**src/rtl/bsg_tx_serializer_pkg.sv**
```systemverilog
// Shared types and CTRL field positions for the BSG transmit serializer.
// Parity support is enabled by defining BSG_PARITY_EN.
package bsg_pkg;

  typedef enum logic [2:0] {
    IDLE,
    START_B,
    DATA,
    PARITY,
    STOP
  } bsg_tx_state_t;

  localparam int CTRL_EN      = 0;
  localparam int CTRL_MSB     = 1;
  localparam int CTRL_TWO     = 2;
  localparam int CTRL_DIV_LSB = 4;

endpackage

```
**src/rtl/bsg_tx_serializer_if.sv**
```systemverilog
// Register-bank side and serial-line side of the BSG transmit serializer.
// The register bank drives master; the serializer is the slave.
interface bsg_tx_serializer_if #(
  parameter int DATA_WIDTH = 8
);

  logic [DATA_WIDTH-1:0] CTRL_IN;
  logic [DATA_WIDTH-1:0] DATA0_IN;
  logic [DATA_WIDTH-1:0] DATA1_IN;
  logic                  START;
  logic                  READY;
  logic                  BUSY;
  logic                  TX_OUT;
  logic                  TX_STROBE;
  logic                  DONE;

  modport master (
    output CTRL_IN,
    output DATA0_IN,
    output DATA1_IN,
    output START,
    input  READY,
    input  BUSY,
    input  TX_OUT,
    input  TX_STROBE,
    input  DONE
  );

  modport slave (
    input  CTRL_IN,
    input  DATA0_IN,
    input  DATA1_IN,
    input  START,
    output READY,
    output BUSY,
    output TX_OUT,
    output TX_STROBE,
    output DONE
  );

endinterface

```
**src/rtl/bsg_baud_counter.sv**
```systemverilog
// Bit-period down-counter: flags the first and last cycle of every bit.
// Reloads on each tick and whenever a new transfer is accepted.
module bsg_baud_counter #(
  parameter int DIV_WIDTH = 4
) (
  input  logic                 clk,
  input  logic                 rst_n,
  input  logic                 load,
  input  logic                 run,
  input  logic [DIV_WIDTH-1:0] load_val,
  output logic                 bit_tick,
  output logic                 bit_first
);

  logic [DIV_WIDTH-1:0] cnt;

  always_ff @(posedge clk or negedge rst_n) begin
    if (!rst_n) begin
      cnt <= '0;
    end else if (load) begin
      cnt <= load_val;
    end else if (run) begin
      if (cnt == '0) cnt <= load_val;
      else           cnt <= cnt - 1'b1;
    end
  end

  assign bit_tick  = run && (cnt == '0);
  assign bit_first = run && (cnt == load_val);

endmodule

```
**src/rtl/bsg_tx_serializer.sv**
```systemverilog
// Framed serial transmitter for BSG_DATA_0/1 (start, data, parity, stop).
// Define BSG_PARITY_EN to insert an even-parity bit before each stop bit.
import bsg_pkg::*;

module bsg_tx_serializer #(
  parameter int DATA_WIDTH = 8,
  parameter int DIV_WIDTH  = 4
) (
  input  logic                  G_CLK_TX,
  input  logic                  rst,
  bsg_tx_serializer_if.slave    bus
);

  localparam int CW = $clog2(DATA_WIDTH);

  bsg_tx_state_t         state, state_nxt;
  logic [DATA_WIDTH-1:0] ctrl_q, d0_q, d1_q;
  logic                  word_q, word_nxt;
  logic [CW-1:0]         bit_q, bit_nxt;
  logic                  done_q, done_nxt;
  logic                  accept, tick, first;
  logic [DIV_WIDTH-1:0]  div_ld;
  logic [DATA_WIDTH-1:0] word;
  logic [CW-1:0]         idx;
  logic                  tx;
  logic                  unused_ctrl;

  assign accept = (state == IDLE) && bus.START
               && bus.CTRL_IN[CTRL_EN];

  // A fresh transfer must start from the incoming period, not the old shadow
  assign div_ld = accept
    ? bus.CTRL_IN[CTRL_DIV_LSB +: DIV_WIDTH]
    : ctrl_q[CTRL_DIV_LSB +: DIV_WIDTH];

  bsg_baud_counter #(
    .DIV_WIDTH (DIV_WIDTH)
  ) u_baud (
    .clk       (G_CLK_TX),
    .rst_n     (rst),
    .load      (accept),
    .run       (state != IDLE),
    .load_val  (div_ld),
    .bit_tick  (tick),
    .bit_first (first)
  );

  always_ff @(posedge G_CLK_TX or negedge rst) begin
    if (!rst) begin
      state  <= IDLE;
      ctrl_q <= '0;
      d0_q   <= '0;
      d1_q   <= '0;
      word_q <= 1'b0;
      bit_q  <= '0;
      done_q <= 1'b0;
    end else begin
      state  <= state_nxt;
      word_q <= word_nxt;
      bit_q  <= bit_nxt;
      done_q <= done_nxt;
      if (accept) begin
        ctrl_q <= bus.CTRL_IN;
        d0_q   <= bus.DATA0_IN;
        d1_q   <= bus.DATA1_IN;
      end
    end
  end

  always_comb begin
    state_nxt = state;
    word_nxt  = word_q;
    bit_nxt   = bit_q;
    done_nxt  = 1'b0;
    unique case (state)
      IDLE: begin
        if (accept) begin
          state_nxt = START_B;
          word_nxt  = 1'b0;
          bit_nxt   = '0;
        end
      end
      START_B: begin
        if (tick) begin
          state_nxt = DATA;
          bit_nxt   = '0;
        end
      end
      DATA: begin
        if (tick) begin
          if (bit_q == CW'(DATA_WIDTH - 1)) begin
`ifdef BSG_PARITY_EN
            state_nxt = PARITY;
`else
            state_nxt = STOP;
`endif
          end else begin
            bit_nxt = bit_q + 1'b1;
          end
        end
      end
`ifdef BSG_PARITY_EN
      PARITY: begin
        if (tick) state_nxt = STOP;
      end
`endif
      STOP: begin
        if (tick) begin
          if (ctrl_q[CTRL_TWO] && !word_q) begin
            state_nxt = START_B;
            word_nxt  = 1'b1;
          end else begin
            state_nxt = IDLE;
            done_nxt  = 1'b1;
          end
        end
      end
      default: state_nxt = IDLE;
    endcase
  end

  assign word = word_q ? d1_q : d0_q;
  assign idx  = ctrl_q[CTRL_MSB]
    ? CW'(DATA_WIDTH - 1) - bit_q
    : bit_q;

  always_comb begin
    tx = 1'b1;
    unique case (state)
      START_B: tx = 1'b0;
      DATA:    tx = word[idx];
`ifdef BSG_PARITY_EN
      PARITY:  tx = ^word;
`endif
      default: tx = 1'b1;
    endcase
  end

  assign unused_ctrl   = ^ctrl_q;
  assign bus.READY     = (state == IDLE);
  assign bus.BUSY      = (state != IDLE);
  assign bus.TX_OUT    = tx;
  assign bus.TX_STROBE = first;
  assign bus.DONE      = done_q;

endmodule

```
**src/flat_wrapper.sv**
```systemverilog
// flat-port wrapper written by rule: the top's interface ports become plain ports
module bsg_tx_serializer_flat 
#(
  parameter int DATA_WIDTH = 8,
  parameter int DIV_WIDTH  = 4
)
  (G_CLK_TX, rst, bus_CTRL_IN, bus_DATA0_IN, bus_DATA1_IN, bus_START, bus_READY, bus_BUSY, bus_TX_OUT, bus_TX_STROBE, bus_DONE);
  bsg_tx_serializer_if #(.DATA_WIDTH(DATA_WIDTH)) bus_i ();
  input  logic G_CLK_TX;
  input  logic rst;
  input wire logic [$bits(bus_i.CTRL_IN)-1:0] bus_CTRL_IN;
  input wire logic [$bits(bus_i.DATA0_IN)-1:0] bus_DATA0_IN;
  input wire logic [$bits(bus_i.DATA1_IN)-1:0] bus_DATA1_IN;
  input wire logic [$bits(bus_i.START)-1:0] bus_START;
  output wire logic [$bits(bus_i.READY)-1:0] bus_READY;
  output wire logic [$bits(bus_i.BUSY)-1:0] bus_BUSY;
  output wire logic [$bits(bus_i.TX_OUT)-1:0] bus_TX_OUT;
  output wire logic [$bits(bus_i.TX_STROBE)-1:0] bus_TX_STROBE;
  output wire logic [$bits(bus_i.DONE)-1:0] bus_DONE;
  assign bus_i.CTRL_IN = bus_CTRL_IN;
  assign bus_i.DATA0_IN = bus_DATA0_IN;
  assign bus_i.DATA1_IN = bus_DATA1_IN;
  assign bus_i.START = bus_START;
  assign bus_READY = bus_i.READY;
  assign bus_BUSY = bus_i.BUSY;
  assign bus_TX_OUT = bus_i.TX_OUT;
  assign bus_TX_STROBE = bus_i.TX_STROBE;
  assign bus_DONE = bus_i.DONE;
  bsg_tx_serializer #(.DATA_WIDTH(DATA_WIDTH), .DIV_WIDTH(DIV_WIDTH)) u_core (.G_CLK_TX(G_CLK_TX), .rst(rst), .bus(bus_i));
endmodule
```
**config.mk**
```make
export PLATFORM = sky130hd
export DESIGN_NAME = bsg_tx_serializer_flat
export DESIGN_NICKNAME = d
export VERILOG_FILES = /design/src/rtl/bsg_tx_serializer_pkg.sv /design/src/rtl/bsg_tx_serializer_if.sv /design/src/rtl/bsg_baud_counter.sv /design/src/rtl/bsg_tx_serializer.sv /design/src/flat_wrapper.sv
export SDC_FILE = /design/constraint.sdc
export NUM_CORES = 1
export LEC_CHECK = 0
export CAP_MARGIN = 20
export CORE_UTILIZATION = 32
export CTS_CLUSTER_DIAMETER = 120
export DETAILED_ROUTE_END_ITERATION = 7
export PLACE_DENSITY_LB_ADDON = 0.05
export SYNTH_ARGS = -nofsm -noshare
export SYNTH_HDL_FRONTEND = slang
export SYNTH_SLANG_ARGS = --single-unit
```
**constraint.sdc**
```tcl
create_clock -name G_CLK_TX -period 3.3 [get_ports G_CLK_TX]
set_input_delay 0.33 -clock G_CLK_TX [delete_from_list [all_inputs] [get_ports G_CLK_TX]]
set_output_delay 0.33 -clock G_CLK_TX [all_outputs]
set_load 0.005 [all_outputs]
```
After elaboration in Yosys (flattened, before gate mapping)
Cells that the tools add are included.

Bits in latches: 0. Output and inout bits: 5. Bits of input ports: 27. Bits in read-only memories: 0. Memories kept: 0. Bits in writable memories: 0. Logic and storage cells: 67. Bits in registers: 36.

Multiplexer cells: 28. Div/mod/pow operators: 0. Multiply operators: 0. Shifts and indexed selects: 0. Bitwise logic cells: 0. Add/subtract/negate cells: 3. Reduce and logical (&&, ||, !) cells: 15. $lt $le $gt $ge: 1. Equality and inequality tests: 12.

Operator list (count): 3-bit two-way mux (10); 4-bit two-way mux (4); 2-bit by 1-bit inequality test with 1-bit output, second input constant (6); 3-bit case mux with 4 select lines (1); 5-bit AND reduction (2); 3-bit case mux with 3 select lines (1); 1-bit two-way mux (8); 8-bit two-way mux (1); 3-bit equality test, second input constant (2); 3-bit nonzero test (2); 1-bit logical AND (5); 4-bit equality test (1); 4-bit logical NOT (1); 3-bit by 4-bit less-than comparator with 1-bit output, second input constant (1); 1-bit case mux with 2 select lines (2); 4-bit AND reduction (1); 2-bit nonzero test (2); 4-bit by 1-bit subtractor with 4-bit output, second input constant (1); 3-bit by 1-bit adder with 3-bit output, second input constant (1); 1-bit binary-select mux with 3-bit select (1); 3-bit by 1-bit equality test with 1-bit output, second input constant (1); 3-bit by 2-bit equality test with 1-bit output, second input constant (1); 3-bit logical NOT (1); 3-bit subtractor, first input constant (1); 2 further kinds (2).

Depth between registers and ports, before layout
Gate-level depths: netlist of the first run.

Depth after elaboration: 7. Depth in mapped cells: 7. Gate-level depth less buffers: 7.

Cells and area by module
Synthesis of the first run repeated with hierarchy kept, for this count alone.

Cell total of the unflattened synthesis: 183. Area, all modules: 2005.7 um^2.

By module, submodules not included: bsg_tx_serializer (seq. area each 750.7 um^2, area each 1670.4 um^2, cells each 144, times used 1); bsg_baud_counter (seq. area each 100.1 um^2, area each 335.3 um^2, cells each 39, times used 1).

Worst setup path before layout of the first run
Ideal clock, no wire load.

Path kind: flip-flop to output port. Start point: reg u_core.state[0]. End point: out bus_TX_STROBE. Stages on the path, launching flop included: 8. Data required time: 2.970 ns. Arrival: 1.756 ns. Path slack: 1.214 ns. Path buffers: 2. Cells stage by stage: dfrtp_1 buf_6 or3_1 buf_6 nor2_8 mux2_4 xor2_1 nor3_2.

Elaborated cells between the ends (all ways): 7. Those cells by class: eq/ne: 1; mux: 1; reduce/logical: 5.

RTL lines: start: declaration (RTL line bsg_tx_serializer.sv:16) `bsg_tx_state_t state, state_nxt;`; start signal: assignment (RTL line bsg_tx_serializer.sv:58) `state <= state_nxt;`; 3-bit nonzero test; named net bus_BUSY (RTL line flat_wrapper.sv:16) `output wire logic [$bits(bus_i.BUSY)-1:0] bus_BUSY;`; 1-bit logical AND (RTL line bsg_baud_counter.sv:29) `assign bit_first = run && (cnt == load_val);`; end: declaration (RTL line flat_wrapper.sv:18) `output wire logic [$bits(bus_i.TX_STROBE)-1:0] bus_TX_STROBE;`.

The timed path passes the listed nets, and every way through them passes these cells.

Final worst setup path of the first run
Start point: reg u_core.state[0]. End point: out bus_TX_STROBE.

Cells in the longest elaborated chain, start to end: 6. Elaborated cells between the ends (all ways): 7. Those cells by class: eq/ne: 1; mux: 1; reduce/logical: 5.

RTL lines: 3-bit logical NOT (RTL line bsg_tx_serializer.sv:28) `assign accept = (state == IDLE) && bus.START`; 1-bit logical AND (RTL line bsg_tx_serializer.sv:28); 1-bit logical AND (RTL line bsg_tx_serializer.sv:29) `&& bus.CTRL_IN[CTRL_EN];`; 4-bit two-way mux (RTL line bsg_tx_serializer.sv:33) `? bus.CTRL_IN[CTRL_DIV_LSB +: DIV_WIDTH]`; 4-bit equality test (RTL line bsg_baud_counter.sv:29); 1-bit logical AND (*) (RTL line bsg_baud_counter.sv:29).

Mark *: on every way between the ends. The rest lies on a longest branch, timed or not.

==> metrics.log, run 1 <==
[metrics] result of the run: finished, final reports clean
[metrics] placement row count: 28
[metrics] Power Internal: 1.277 mW
[metrics] global-route wire length before repair: 6941 um
[metrics] number of violations reported at the end of detailed-routing iteration 0: 98
[metrics] WL per Instance: 14.41 um
[metrics] overall die width: roughly 80 um
[metrics] maximum number of pins on one net before global-route repair: 35
[metrics] part of the power in the clock network: 0.140
[metrics] RePlAce Congestion: approximately 0.75
[metrics] max_slew headroom: 0.6739
[metrics] max-cap viol count: 0
[metrics] most instantiated library cell after synthesis: sky130_fd_sc_hd__dfrtp_1
[metrics] number of flops mapped to enable cells by yosys: 0
[metrics] leading register cell type out of synthesis: sky130_fd_sc_hd__dfrtp_1
[metrics] leakage power figure: 0.9848 nW
[metrics] Max Root-Sink Buffers: 2
[metrics] count of nets left with antenna violations after detail routing: 0
[metrics] post-synth top area share: 0.4381
[metrics] netlist area before placement: 1942 um^2
[metrics] TritonRoute pass-1 iters: 4
[metrics] met1 Track Usage GR: 0.2024
[metrics] vias in the first global route: between 1,000 and 1,500
[metrics] Clock Skews: around 0.0085 ns
[metrics] share of cells above drive strength 1: 0.2030
[metrics] buffers inserted by post-CTS timing repair: 0
[metrics] Post-route DRC: 0
[metrics] die area: 6384 um^2
[metrics] sequential area share after synthesis: 0.4381
[metrics] final hold violations: 0
[metrics] startpoint types: flip-flop
[metrics] met2 usage in global routing: 0.2154
[metrics] Arrival @ worst endpoint: 2.76 ns
[metrics] count of pins on the block boundary: 32
[metrics] cell area power density: between 800 and 900 nW/um^2
[metrics] height of the die: 79.90 um
[metrics] busiest layer in global routing: met2
[metrics] number of vias per cell after detailed routing: 5.018
[metrics] HPWL after detailed placement: 2916 um
[metrics] count of different cell masters after synthesis: 46
[metrics] synthesis-to-layout area growth: 21.58%
[metrics] biggest area contributors in the synthesized netlist: sky130_fd_sc_hd__dfrtp_1, sky130_fd_sc_hd__mux2_2, sky130_fd_sc_hd__mux2i_1, sky130_fd_sc_hd__ha_1, sky130_fd_sc_hd__a21oi_1
[metrics] total clock buffers created by CTS: 5
[metrics] H-tree depth: 2
[metrics] classification of the worst setup path: flip-flop to output pin
[metrics] synthesized area divided by synthesized cell count: roughly 11 um^2
[metrics] Port Buffer Count: 30
[metrics] library cell occupying the most area in the post-synthesis netlist: sky130_fd_sc_hd__dfrtp_1
[metrics] total of flip-flops plus latches after synthesis: 34
[metrics] post-cts hold buffer count: 0
[metrics] Clk Latency, worst-skew pair: between 0.2 and 0.3 ns
[metrics] final worst path period need: 3.093 ns
[metrics] TritonCTS Sinks: 34
[metrics] Mapped Cells: 174
[metrics] power dissipated by switching net loads: 0.7755 mW
[metrics] met3 Resource Use GR: 0.03771
[metrics] sequential share of power: 0.413
[metrics] Post-Place Worst Slack: 0.5089 ns
[metrics] highest attainable clock frequency: 323.3 MHz
[metrics] crit end category: output pin
[metrics] count of pins over their slew limit: 0
[metrics] proportion of synthesized flip-flops having asynchronous set or reset: 1.000
[metrics] final critical-path setup slack: about 0.21 ns
[metrics] via count: around 1,400
[metrics] cell chosen for the clock root: sky130_fd_sc_hd__clkbuf_8
[metrics] class of the tightest hold or removal check: input port to async pin
[metrics] worst vdd ir: 0.0003153 V
[metrics] syn_nets: a little over 200
[metrics] clock tree from TritonCTS: yes
[metrics] unrepaired setup endpoints after global routing: false
[metrics] register clock-pin slew on the reported worst setup and hold paths: 0.07 ns
[metrics] proportion of power drawn by combinational gates: 0.447
[metrics] endpoints failing setup: 0
[metrics] # nets final: 233
[metrics] number of antenna diodes: 0
[metrics] r2r setup slk: 1.19 ns
[metrics] actual slew at the worst max-slew pin: 0.4891 ns
[metrics] Initial Util: 0.3299
[metrics] number of warnings printed during yosys synthesis: 0
[metrics] post-cts sizing count: 0
[metrics] CP Max Fanout: 10
[metrics] number of antenna violations at the first check in global routing: 0
[metrics] switching share of power: 0.3778
[metrics] WP data required: about 3.0 ns
[metrics] setup TNS: 0 ns
[metrics] area of the core region: slightly below 6000 um^2
[metrics] final worst path period share: 0.9373
[metrics] All-Layer GR Usage: 0.1455
[metrics] overall routed net length: 3991 um
[metrics] top cells by count, synth: sky130_fd_sc_hd__dfrtp_1, sky130_fd_sc_hd__mux2_2, sky130_fd_sc_hd__nand2_1, sky130_fd_sc_hd__mux2i_1, sky130_fd_sc_hd__a21oi_1
[metrics] grt ovf: 0
## state kept, by name (all words and copies together), names as in the netlist
signal,cells
u_core.ctrl_q,6
u_core.d1_q,8
u_core.state,3
u_core.bus.DONE,1
u_core.word_q,1
u_core.bit_q,3
u_core.d0_q,8
u_core.u_baud.cnt,4
## cell type report
cell class,instances,area (um^2)
Clock buffer,7,76.32
Tap cell,75,93.84
Multi-Input combinational cell,123,1002
Inverter,6,22.52
Sequential cell,34,850.8
Fill cell,572,3525
Timing Repair Buffer,32,315.3
## worst max-delay path, stage by stage (launching register included)
cell and delay [ns]:
sky130_fd_sc_hd__dfrtp_1 0.47, sky130_fd_sc_hd__or3_1 0.57, sky130_fd_sc_hd__nor2_8 0.28, sky130_fd_sc_hd__mux2_4 0.33
sky130_fd_sc_hd__xor2_1 0.15, sky130_fd_sc_hd__nor3_2 0.15, sky130_fd_sc_hd__clkdlybuf4s50_1 0.52
## metrics by stage
step	hold WS, ns	power, mW	util	instances	area (um^2)
finish	0.4694	2.053	0.4011	277	2361
global route	0.4927	2.240	0.4011	277	2361
CTS	0.4789	2.084	0.4011	277	2361
detailed placement	0.4896	1.779	0.3882	270	2285
global placement	0.4751	1.749	0.3882	270	2285
floorplan	0.03441	1.547	-	174	1942
## placed cells by master, fill, tap and decap left out, drive strengths merged, types with 2 or more instances in the layout
| cell type | instances |
|---|---|
| a21oi | 9 |
| a22o | 2 |
| a22oi | 2 |
| a31oi | 2 |
| buf | 2 |
| clkbuf | 7 |
| clkdlybuf4s50 | 30 |
| dfrtp | 34 |
| ha | 4 |
| inv | 6 |
| mux2 | 27 |
| mux2i | 10 |
| nand2 | 12 |
| nand2b | 3 |
| nand3 | 2 |
| nand3b | 2 |
| nor2 | 7 |
| nor2b | 3 |
| nor3 | 2 |
| nor3b | 2 |
| o21ai | 6 |
| o221ai | 2 |
| o22ai | 3 |
| o311ai | 2 |
| or3 | 2 |
| or3b | 3 |
| xnor2 | 4 |
| xor2 | 2 |
## power by group through the flow
| stage | logic, mW | clock network [mW] | registers, mW |
|---|---|---|---|
| finish | 0.918 | 0.288 | 0.847 |
| global route | 1.02 | 0.323 | 0.894 |
| CTS | 0.929 | 0.305 | 0.850 |
| detailed placement | 0.922 | 0 | 0.857 |
| global placement | 0.904 | 0 | 0.844 |
| floorplan | 0.831 | 0 | 0.717 |
## kinds of logic after synthesis
group           Yosys count  synth area share
compound gates           36            0.1237
xor+xnor                  6           0.02706
fa+ha+maj                 4           0.02577
buf+inv                  17           0.04574
mux                      37            0.2120
flops                    34            0.4381
simple gates             40            0.1276
## metal layers
metal  share of wire  wire, um
met1            0.50      1989
met5               0         0
met2            0.46      1832
met3           0.029       117
met4           0.013        51
## final timing paths
path	end	cells past startpoint	from
worst max register to register	u_core.bit_q[0]	7	u_core.u_baud.cnt[0]
worst min-delay path	u_core.d1_q[7]	2	rst
min in group G_CLK_TX	u_core.bus.DONE	1	u_core.ctrl_q[2]
worst min register to register	u_core.bus.DONE	1	u_core.ctrl_q[2]
max in group asynchronous	u_core.d1_q[3]	2	rst
worst max-delay path	bus_TX_STROBE	6	u_core.state[0]
(Power assumes the default switching activity.)
==> run 2, diff against run 1 <==
GPL_TIMING_DRIVEN = 0   (was default)
==> metrics.log, run 2 (same netlist as run 1, synthesis figures left out) <==
[metrics] result of the run: finished, final reports clean (unchanged)
[metrics] path depth of the worst reg2reg path: 7 (unchanged)
[metrics] RePlAce Congestion: 0.7447 (was 0.7541)
[metrics] die area: 6384 um^2 (unchanged)
[metrics] cell chosen for the clock root: sky130_fd_sc_hd__clkbuf_8 (unchanged)
[metrics] endpoints failing setup: 0 (unchanged)
[metrics] total clock buffers created by CTS: 5 (unchanged)
[metrics] Initial Util: 0.3299 (unchanged)
[metrics] TritonRoute pass-1 iters: 4 (unchanged)
[metrics] max_slew headroom: 0.4743 (was 0.6739)
[metrics] WP data required: 2.97 ns (about the same)
[metrics] startpoint of the most critical register-to-register path: u_core.u_baud.cnt[0] (unchanged)
[metrics] Slowest cell on crit path: sky130_fd_sc_hd__clkdlybuf4s50_1 (was sky130_fd_sc_hd__or3_1)
[metrics] leakage power figure: 1.031 nW (was 0.9848 nW)
[metrics] crit end category: output pin (unchanged)
[metrics] startpoint types: flip-flop (unchanged)
[metrics] number of antenna violations at the first check in global routing: 0 (unchanged)
[metrics] WL per Instance: 14.59 um (was 14.41 um)
[metrics] most common cell after layout, fill and taps aside: sky130_fd_sc_hd__dfrtp_1 (unchanged)
[metrics] number of violations reported at the end of detailed-routing iteration 0: 79 (was 98)
[metrics] count of pins over their slew limit: 0 (unchanged)
[metrics] height of the die: 79.90 um (unchanged)
[metrics] actual slew at the worst max-slew pin: 0.7885 ns (was 0.4891 ns)
[metrics] HPWL after detailed placement: 2981 um (was 2916 um)
[metrics] count of pins on the block boundary: 32 (unchanged)
[metrics] buffers inserted by post-CTS timing repair: 0 (unchanged)
[metrics] Post-route DRC: 0 (unchanged)
[metrics] Max Root-Sink Buffers: 2 (unchanged)
[metrics] Seq. cell area: 850.8 um^2 (unchanged)
[metrics] classification of the worst setup path: flip-flop to output pin (unchanged)
[metrics] area of the core region: 5886 um^2 (unchanged)
[metrics] H-tree depth: 2 (unchanged)
[metrics] maximum number of pins on one net before global-route repair: 35 (unchanged)
[metrics] count of nets left with antenna violations after detail routing: 0 (unchanged)
[metrics] largest registers: u_core.d0_q (8), u_core.d1_q (8), u_core.ctrl_q (6) (unchanged)
[metrics] Clk Latency, worst-skew pair: 0.28 ns (about the same)
[metrics] setup TNS: 0 ns (unchanged)
[metrics] TritonCTS Sinks: 34 (unchanged)
[metrics] grt ovf: 0 (unchanged)
[metrics] final worst path period need: 2.971 ns (was 3.093 ns)
[metrics] overall routed net length: 4188 um (was 3991 um)
[metrics] total power: 2.198 mW (was 2.053 mW)
[metrics] Crit path top cell by count: sky130_fd_sc_hd__buf_6
[metrics] number of antenna diodes: 0 (unchanged)
[metrics] Port Buffer Count: 30 (unchanged)
[metrics] Clock Skews: 0.002314 ns (was 0.008489 ns)
[metrics] register clock-pin slew on the reported worst setup and hold paths: 0.07 ns (about the same)
[metrics] worst vdd ir: 0.0003302 V (was 0.0003153 V)
[metrics] via count: 1,429 (was 1,390)
[metrics] commonest non-fill, non-tap cells in the layout: sky130_fd_sc_hd__dfrtp_1, sky130_fd_sc_hd__clkdlybuf4s50_1, sky130_fd_sc_hd__mux2_2 (unchanged)
[metrics] largest incremental delay on the critical path: 0.52 ns (was 0.57 ns)
[metrics] synthesis-to-layout area growth: 25.71% (was 21.58%)
[metrics] Reg-to-Reg End: u_core.bit_q[0] (unchanged)
[metrics] r2r setup slk: 1.17 ns (was 1.19 ns)
[metrics] placement row count: 28 (unchanged)
[metrics] CP Max Fanout: 10 (unchanged)
[metrics] Arrival @ worst endpoint: 2.64 ns (was 2.76 ns)
[metrics] All-Layer GR Usage: 0.1449 (was 0.1455)
[metrics] highest attainable clock frequency: 336.6 MHz (was 323.3 MHz)
[metrics] final hold violations: 0 (unchanged)
[metrics] critical path, cell by cell: buf_6 -> or3_1 -> buf_6 -> nor2_8 -> mux2_4 -> xor2_1 -> nor3_2 -> clkdlybuf4s50_1 (was or3_1 -> nor2_8 -> mux2_4 -> xor2_1 -> nor3_2 -> clkdlybuf4s50_1)
[metrics] class of the tightest hold or removal check: input port to async pin (unchanged)
[metrics] overall die width: 79.90 um (unchanged)
[metrics] unrepaired setup endpoints after global routing: false (unchanged)
[metrics] family of cells with the greatest summed delay on the critical path: buffers and inverters (was simple AND/OR/NAND/NOR gates)
[metrics] vias in the first global route: 1,403 (was 1,392)
[metrics] global-route wire length before repair: 6975 um (was 6941 um)
[metrics] Filler cells: 568 (was 572)
[metrics] cell area power density: 900.5 nW/um^2 (was 869.3 nW/um^2)
[metrics] final worst path period share: 0.9002 (was 0.9373)
[metrics] share of cells above drive strength 1: 0.2311 (was 0.2030)
[metrics] clock tree from TritonCTS: yes (unchanged)
[metrics] # nets final: 242 (was 233)
[metrics] max-cap viol count: 0 (unchanged)
[metrics] post-cts sizing count: 0 (unchanged)
[metrics] footprint of the multi-input gates: 1002 um^2 (unchanged)
[metrics] post-cts hold buffer count: 0 (unchanged)
[metrics] buffers plus inverters on the worst setup path: 3 (was 1)
[metrics] number of vias per cell after detailed routing: 4.979 (was 5.018)
run 2: worst max-delay path by stage:
stage / to / slack (ns) / from / cells after the start
5_1_grt: bus_TX_STROBE / 0.20 / u_core.state[0] / 8
6_report: bus_TX_STROBE / 0.33 / u_core.state[0] / 8
2_1_floorplan: bus_TX_STROBE / 1.21 / u_core.state[0] / 7
4_1_cts: bus_TX_STROBE / 0.28 / u_core.state[0] / 8
3_3_place_gp: bus_TX_STROBE / 0.63 / bus_CTRL_IN[0] / 7
3_5_place_dp: bus_TX_STROBE / 0.62 / bus_START / 7
run 2: area by class of cell:
cell class / instances / share of cell area
Buffer: 11 / 0.02717
Clock buffer: 8 / 0.04511
Inverter: 6 / 0.009226
Multi-Input combinational cell: 123 / 0.4106
Sequential cell: 34 / 0.3485
Tap cell: 75 / 0.03844
Timing Repair Buffer: 30 / 0.1210
run 2: metal layers:
metal / share of wire / GRT usage / wire length, um / up-vias
met5: 0 / 0 / 0 / -
met1: 0.49 / 0.1953 / 2058 / 696
li1: - / - / - / 707
met3: 0.036 / 0.03314 / 149 / 5
met2: 0.46 / 0.2222 / 1933 / 21
met4: 0.011 / 0.05893 / 46 / 0
run 2: through the flow:
step | setup slack (ns) | std cells | util | instance area [um^2] | hold WS [ns]
finish | 0.3295 | 287 | 0.4148 | 2441 | 0.1278
global placement | 0.6264 | 279 | 0.3969 | 2336 | 0.4793
floorplan | 1.214 | 174 | - | 1942 | 0.03441
global route | 0.2013 | 287 | 0.4148 | 2441 | 0.1926
CTS | 0.2832 | 287 | 0.4148 | 2441 | 0.1508
detailed placement | 0.6159 | 279 | 0.3960 | 2331 | 0.4602
run 2: worst register-to-register path: cells and delay by family (launching register included):
kind	cells	cell delay, ns
adder cells (fa/ha/maj)	1	0.23
AO/OA/AOI/OAI	1	0.11
AND/OR/NAND/NOR	3	0.77
multiplexers	1	0.34
buffers and inverters	1	0.14
flip-flops	1	0.41
run 2: report_power, final:
group / leakage [nW] / switching (mW) / internal (mW)
clock network: 0.0575 / 0.148 / 0.211
logic: 0.552 / 0.520 / 0.566
registers: 0.421 / 0.140 / 0.613
total: 1.03 / 0.808 / 1.39
